--- src/rtl/return_addr_stack_pkg.sv ---
// Shared definitions for the return address stack: default depth, pointer/count types.
package return_addr_stack_pkg;
  localparam int RAS_DEPTH_DEFAULT = 8;
  localparam int RAS_ADDR_STEP     = 4;

  typedef logic [$clog2(RAS_DEPTH_DEFAULT)-1:0] ras_ptr_t;
  typedef logic [$clog2(RAS_DEPTH_DEFAULT):0]   ras_cnt_t;
endpackage

--- src/rtl/return_addr_stack.sv ---
// Circular return address stack with saturating occupancy count and flop storage.
// Optional macro RAS_RECOVER_EN adds tos/cnt checkpoint outputs and a recovery load port.
module return_addr_stack
  import return_addr_stack_pkg::*;
#(
  parameter int RAS_DEPTH = RAS_DEPTH_DEFAULT,
  parameter int ADDR_W    = 32
) (
  input  logic                         clk_i,
  input  logic                         rst_ni,
  input  logic                         call_i,
  input  logic                         return_i,
  input  logic [ADDR_W-1:0]            pc_i,
  input  logic                         flush_i,
`ifdef RAS_RECOVER_EN
  output logic [$clog2(RAS_DEPTH)-1:0] ckpt_tos_o,
  output logic [$clog2(RAS_DEPTH):0]   ckpt_cnt_o,
  input  logic                         recover_i,
  input  logic [$clog2(RAS_DEPTH)-1:0] recover_tos_i,
  input  logic [$clog2(RAS_DEPTH):0]   recover_cnt_i,
`endif
  output logic [ADDR_W-1:0]            ret_addr_o,
  output logic                         ret_vld_o
);
  localparam int PTR_W = $clog2(RAS_DEPTH);
  localparam int CNT_W = PTR_W + 1;
  localparam logic [CNT_W-1:0] CNT_FULL = CNT_W'(RAS_DEPTH);

  logic [ADDR_W-1:0] entry_q [RAS_DEPTH];
  logic [PTR_W-1:0]  tos_q, tos_d;
  logic [CNT_W-1:0]  cnt_q, cnt_d;
  logic              we;
  logic [PTR_W-1:0]  wr_idx;
  logic [ADDR_W-1:0] wr_data;

  always_comb begin
    tos_d   = tos_q;
    cnt_d   = cnt_q;
    we      = 1'b0;
    wr_idx  = tos_q;
    wr_data = pc_i + ADDR_W'(RAS_ADDR_STEP);
    if (flush_i) begin
      tos_d = '0;
      cnt_d = '0;
    end
`ifdef RAS_RECOVER_EN
    else if (recover_i) begin
      tos_d = recover_tos_i;
      cnt_d = recover_cnt_i;
    end
`endif
    else if (call_i && return_i) begin
      // Co-routine swap replaces the top in place.
      we = 1'b1;
      if (cnt_q == '0) cnt_d = CNT_W'(1);
    end else if (call_i) begin
      tos_d  = tos_q + PTR_W'(1);
      wr_idx = tos_q + PTR_W'(1);
      we     = 1'b1;
      if (cnt_q != CNT_FULL) cnt_d = cnt_q + CNT_W'(1);
    end else if (return_i && (cnt_q != '0)) begin
      tos_d = tos_q - PTR_W'(1);
      cnt_d = cnt_q - CNT_W'(1);
    end
  end

  always_ff @(posedge clk_i or negedge rst_ni) begin
    if (!rst_ni) begin
      tos_q <= '0;
      cnt_q <= '0;
      for (int i = 0; i < RAS_DEPTH; i++) entry_q[i] <= '0;
    end else begin
      tos_q <= tos_d;
      cnt_q <= cnt_d;
      if (we) entry_q[wr_idx] <= wr_data;
    end
  end

  assign ret_addr_o = entry_q[tos_q];
  assign ret_vld_o  = (cnt_q != '0);

`ifdef RAS_RECOVER_EN
  assign ckpt_tos_o = tos_q;
  assign ckpt_cnt_o = cnt_q;
`endif
endmodule

--- config.mk ---
export PLATFORM = sky130hd
export DESIGN_NAME = return_addr_stack
export DESIGN_NICKNAME = d
export VERILOG_FILES = /design/src/rtl/return_addr_stack_pkg.sv /design/src/rtl/return_addr_stack.sv
export SDC_FILE = /design/constraint.sdc
export NUM_CORES = 1
export LEC_CHECK = 0
export ABC_AREA = 1
export ABC_CLOCK_PERIOD_IN_PS = 4150
export CORE_AREA = 2 2 133 264
export DETAILED_ROUTE_END_ITERATION = 8
export DIE_AREA = 0 0 135 266
export SLEW_MARGIN = 20
export SYNTH_ARGS = -nofsm -noshare
export SYNTH_HDL_FRONTEND = slang
export SYNTH_SLANG_ARGS = --single-unit
--- constraint.sdc ---
create_clock -name clk_i -period 4.15 [get_ports clk_i]
set_clock_uncertainty 0.2 [all_clocks]
set_input_delay 0.6225 -clock clk_i [delete_from_list [all_inputs] [get_ports clk_i]]
set_output_delay 0.6225 -clock clk_i [all_outputs]
set_load 0.03 [all_outputs]
## Yosys cells after proc, flatten, opt, wreduce, memory -nomap -nowiden

Cells that the tools add are included.

- Bitwise gates (word level): 2
- Reductions and logical operators: 9
- $add $sub $neg: 5
- Mux-type cells: 22
- Equality and inequality tests: 4
- Order comparisons: 3

Operators by type and width:

| kind | count |
|---|---|
| bitwise mux 256 bit | 1 |
| binary-select mux 32 bit (select 3 bit) | 1 |
| demux 32 bit (select 3 bit) | 1 |
| 2-to-1 mux 32 bit | 3 |
| adder 32 x 3 -> 32 bit (second input constant) | 1 |
| 2-to-1 mux 4 bit | 6 |
| 2-to-1 mux 3 bit | 7 |
| >= comparator 4 bit (second input constant) | 2 |
| NOT 3 -> 4 bit | 2 |
| nonzero test 4 bit | 2 |
| adder 4 x 1 -> 4 bit (second input constant) | 1 |
| zero test 4 bit | 1 |
| less-than comparator 4 x 1 -> 1 bit (second input constant) | 1 |
| inequality test 4 x 1 -> 1 bit (second input constant) | 1 |
| inequality test 4 bit (second input constant) | 1 |
| subtractor 4 x 1 -> 4 bit (second input constant) | 1 |
| adder 3 x 1 -> 3 bit (second input constant) | 1 |
| logical AND 1 bit | 3 |
| 2-to-1 mux 1 bit | 3 |
| inequality test 3 x 2 -> 1 bit (second input constant) | 1 |
| AND reduction 3 bit | 1 |
| nonzero test 3 bit | 1 |
| subtractor 3 x 1 -> 3 bit (second input constant) | 1 |
| inequality test 2 bit (second input constant) | 1 |
| AND reduction 2 bit | 1 |

- Register bits: 263
- Bits of input ports: 37
- Output and inout bits: 33

## Longest topological paths before layout

- Word-level depth: 10
- Depth in mapped cells: 13
- Mapped depth without buffers: 10

## Least setup slack after synthesis

Ideal clock, no wire load.

- Path kind: register to output
- Start point: reg tos_q[0]
- End point: out ret_addr_o[29]
- Slack: 1809 ps
- Cell stages (with the launch flop): 9
- Arrival time: 1518 ps
- Path through: dfrtp_1 > buf_2 > inv_2 > buf_2 > clkbuf_1 > o21ai_0 > o22ai_1 > nand2_1 > nand2_1

- Cells in the longest elaborated chain, start to end: 4

Ends and longest elaborated chain:

| what | line | text |
|---|---|---|
| start, declared | return_addr_stack.sv:30 | `logic [PTR_W-1:0] tos_q, tos_d;` |
| start signal, assigned | return_addr_stack.sv:73 | `tos_q <= tos_d;` |
| NOT 3 -> 4 bit (implied by the code) | return_addr_stack.sv:79 | `assign ret_addr_o = entry_q[tos_q];` |
| binary-select mux 32 bit (select 3 bit) | return_addr_stack.sv:79 |  |
| 2-to-1 mux 32 bit (implied by the code) (2 in a row) | return_addr_stack.sv:79 |  |
| end, declared | return_addr_stack.sv:22 | `output logic [ADDR_W-1:0] ret_addr_o,` |

No other way between the ends. The select of a mux whose other input is x is not followed.

## Worst setup path after layout

- Start point: reg tos_q[1]
- End point: out ret_addr_o[6]

Same word-level chain as after synthesis.

==> qor.yml <==
outcome:
  status: "complete, no violations"
floorplan:
  dieArea_um2: 35900
  rows: 96
  die_y_um: 266
  initial_core_util: 0.392
  die_w_um: 135
  io_pins: 70
  fp.coreArea_um2: 34100
worst_setup_path:
  r2r_start: "tos_q[1]$_DFFE_PN0P_"
  crit_fanout: 67
  setup.worst_path.class: "flop to output pin"
  cp_data_required_time_ns: 3.33
  critPathLaunchType: "flop"
  timing.rr.end: "entry_q[226]$_DFFE_PN0P_"
  r2r_cells: 8
  end_kind: "output pin"
  startpoint: "tos_q[1]$_DFFE_PN0P_"
  arrival_ns: 2.95
  rrSetupSlack_ns: 1.01
logic_synthesis:
  synth-adder-area-share: 0.00618
  synthCells: 1851
  synth-compound-area-share: 0.0860
  synthMuxAreaShare: 0
  synth_top_family_by_area: "simple AND/OR/NAND/NOR gates"
  ys_ff_latch: 263
  synth_nets: 1894
  synth-simple-area-share: 0.355
  synth_cell_type_count: 31
  synthXorXnorAreaFrac: 0.0127
  ys_warn_count: 0
  synth.avg_cell_area_um2: 7.22
  syn_area_um2: 13400
  synth-seq-area-share: 0.492
final_layout:
  post-route-cell-area_um2: 15200
  nets: 1921
  nFillCells: 3519
  diodes: 0
  syn_to_final_growth_pct: 14.0
  layout-drive-gt1-share: 0.0623
  final_util: 0.447
hold_path:
  hold_class: "flop to flop"
  holdPathStages: 2
  holdPathEnd: "entry_q[46]$_DFFE_PN0P_"
  hp-start: "entry_q[46]$_DFFE_PN0P_"
clock_network:
  insertion_delay_ns: 0.54
  numCtsBuffers: 25
  cts_resized: 0
  cts-root-buf: "clkbuf_16"
  clkTransAtPathRegs_ns: 0.06
  cts_buffer_depth: 3
  cts_num_sinks: 263
  cts_tree: "yes"
  htree_levels: 1
global_routing:
  grt_pass1_wl_um: 68400
  antenna_found_initial: 0
  grt_overflow_total: 0
  grt_pass1_vias: 12300
  grt_max_degree: 132
  grt.total_usage: 0.245
timing:
  relSlewSlack: 0.358
  setup_tns_ns: 0
  hold_viol: 0
  setup_violations: 0
  worst_slack_ns: 0.373
  fmax_mhz: 265
  rsz0062_at_grt: "no"
  tightestPinTransition_ns: 0.959
  finalCritPeriodShare: 0.910
  min_period_ns: 3.78
  slew_viol_final: 0
drt:
  ant_nets: 0
  routed_wl_um: 43500
  route.vias.total: 12300
  drt-vias-per-instance: 5.29
  wire_per_inst_um: 18.6
  drc: 0
  first_pass_iters: 5
  drt-initial-drc-count: 1045
job:
  drv.max_cap_violation_count: 0
placement:
  gp_congestion: 0.878
  dp_slack_ns: 0.838
  dpl_cell_area_um2: 14400
  placement.io_buffers: 69
  dpl.hpwl_um: 26000
power:
  power.total_uw: 11300
  p_leak_uw: 0.00783
  ir_worst_vdd_uv: 449
  p_per_area_nw_per_um2: 739
worst max-delay path by stage:
| stage | end | depth (start not counted) |
|---|---|---|
| final | ret_addr_o[6] | 6 |
| after global placement | entry_q[226]$_DFFE_PN0P_ | 7 |
| after floorplan | ret_addr_o[29] | 8 |
| after global routing | ret_addr_o[29] | 6 |
| after CTS | ret_addr_o[2] | 6 |
| after detailed placement | entry_q[226]$_DFFE_PN0P_ | 7 |
report_power, final:
group | internal [uW] | switching (uW) | total, uW
combinational | 1670 | 2950 | 4620
clock | 1290 | 1030 | 2320
sequential | 3720 | 612 | 4330
logic make-up after synthesis:
| logic type | Yosys count |
|---|---|
| buffers and inverters | 141 |
| AND/OR/NAND/NOR | 1215 |
| AO/OA/AOI/OAI | 210 |
| XOR/XNOR | 16 |
| flip-flops | 263 |
| adder cells (fa/ha/maj) | 6 |
worst max-delay path: stages, from the launching register on:
cell and delay, ns:
dfrtp_2 0.36, buf_4 0.67, o21ai_0 0.26, o22ai_1 0.25, nand2_1 0.10, nand2_1 0.10, clkdlybuf4s50_1 0.66
state kept, by name, indices dropped and copies added (netlist names):
name     cells
cnt_q        4
entry_q    256
tos_q        3
through the flow:
stage | std cells | hold slack, ns
3_3_place_gp | 2291 | 0.248
6_report | 2336 | 0.268
4_1_cts | 2336 | 0.270
5_1_grt | 2336 | 0.282
3_5_place_dp | 2291 | 0.253
2_1_floorplan | 1851 | 0.127
per-layer routing:
layer / up-vias / share of wire / GRT usage
met5: - / 0 / 0
met4: 0 / 0.036 / 0.0932
met3: 92 / 0.049 / 0.0257
met2: 382 / 0.51 / 0.437
met1: 6043 / 0.40 / 0.302
li1: 5832 / - / -
cells in the mapped netlist:
library cell,instances,area share
a21oi_1,2,0.00075
xnor2_2,2,0.0024
a21oi_2,1,0.00066
o2bb2ai_1,1,0.00066
nor2_2,5,0.0023
nand4_1,3,0.0014
nor2_4,9,0.0076
nand2_4,1,0.00084
o21ai_4,1,0.0012
nor2_1,177,0.050
inv_1,30,0.0084
xnor2_1,6,0.0039
buf_2,47,0.018
nand3_2,1,0.00075
xor2_2,2,0.0024
fa_1,1,0.0015
nand2_1,984,0.28
buf_1,5,0.0014
buf_4,14,0.0079
o21ai_0,141,0.053
nand3b_1,1,0.00056
nor3_1,2,0.00075
xor2_1,6,0.0039
clkbuf_1,35,0.0098
o22ai_1,64,0.030
dfrtp_1,263,0.49
ha_1,5,0.0047
inv_2,10,0.0028
nand2_2,11,0.0051
nand3_4,2,0.0026
nand3_1,19,0.0071
area by class of cell:
type,count,area [um^2],area share
clock inverter,9,105,0.00689
tap,441,552,0.0362
clock buffer,35,693,0.0455
timing repair buffer,101,1000,0.0657
multi-input combinational,1447,6150,0.404
sequential,263,6590,0.432
inverter,40,151,0.00993
placed cells by master (no fill, tap or decap), drive strengths merged:
cell type and n:
a21oi 3, dfrtp 263, o2bb2ai 1, clkbuf 35
fa 1, nor2 191, clkdlybuf4s50 68, o21ai 142
xor2 8, nor3 2, inv 41, clkinvlp 1
clkinv 5, buf 32, nand3 22, o22ai 64
nand4 3, nand3b 1, ha 5, bufinv 2
nand2 996, dlygate4sd3 1, xnor2 8
repair_timing:
| action | 4_1_cts | 5_1_grt |
|---|---|---|
| hold endpoints to repair | 51 | 0 |
| setup buffers | 0 | 0 |
| hold buffers | 1 | 0 |
No activity file was read; power rests on OpenSTA's default activity.
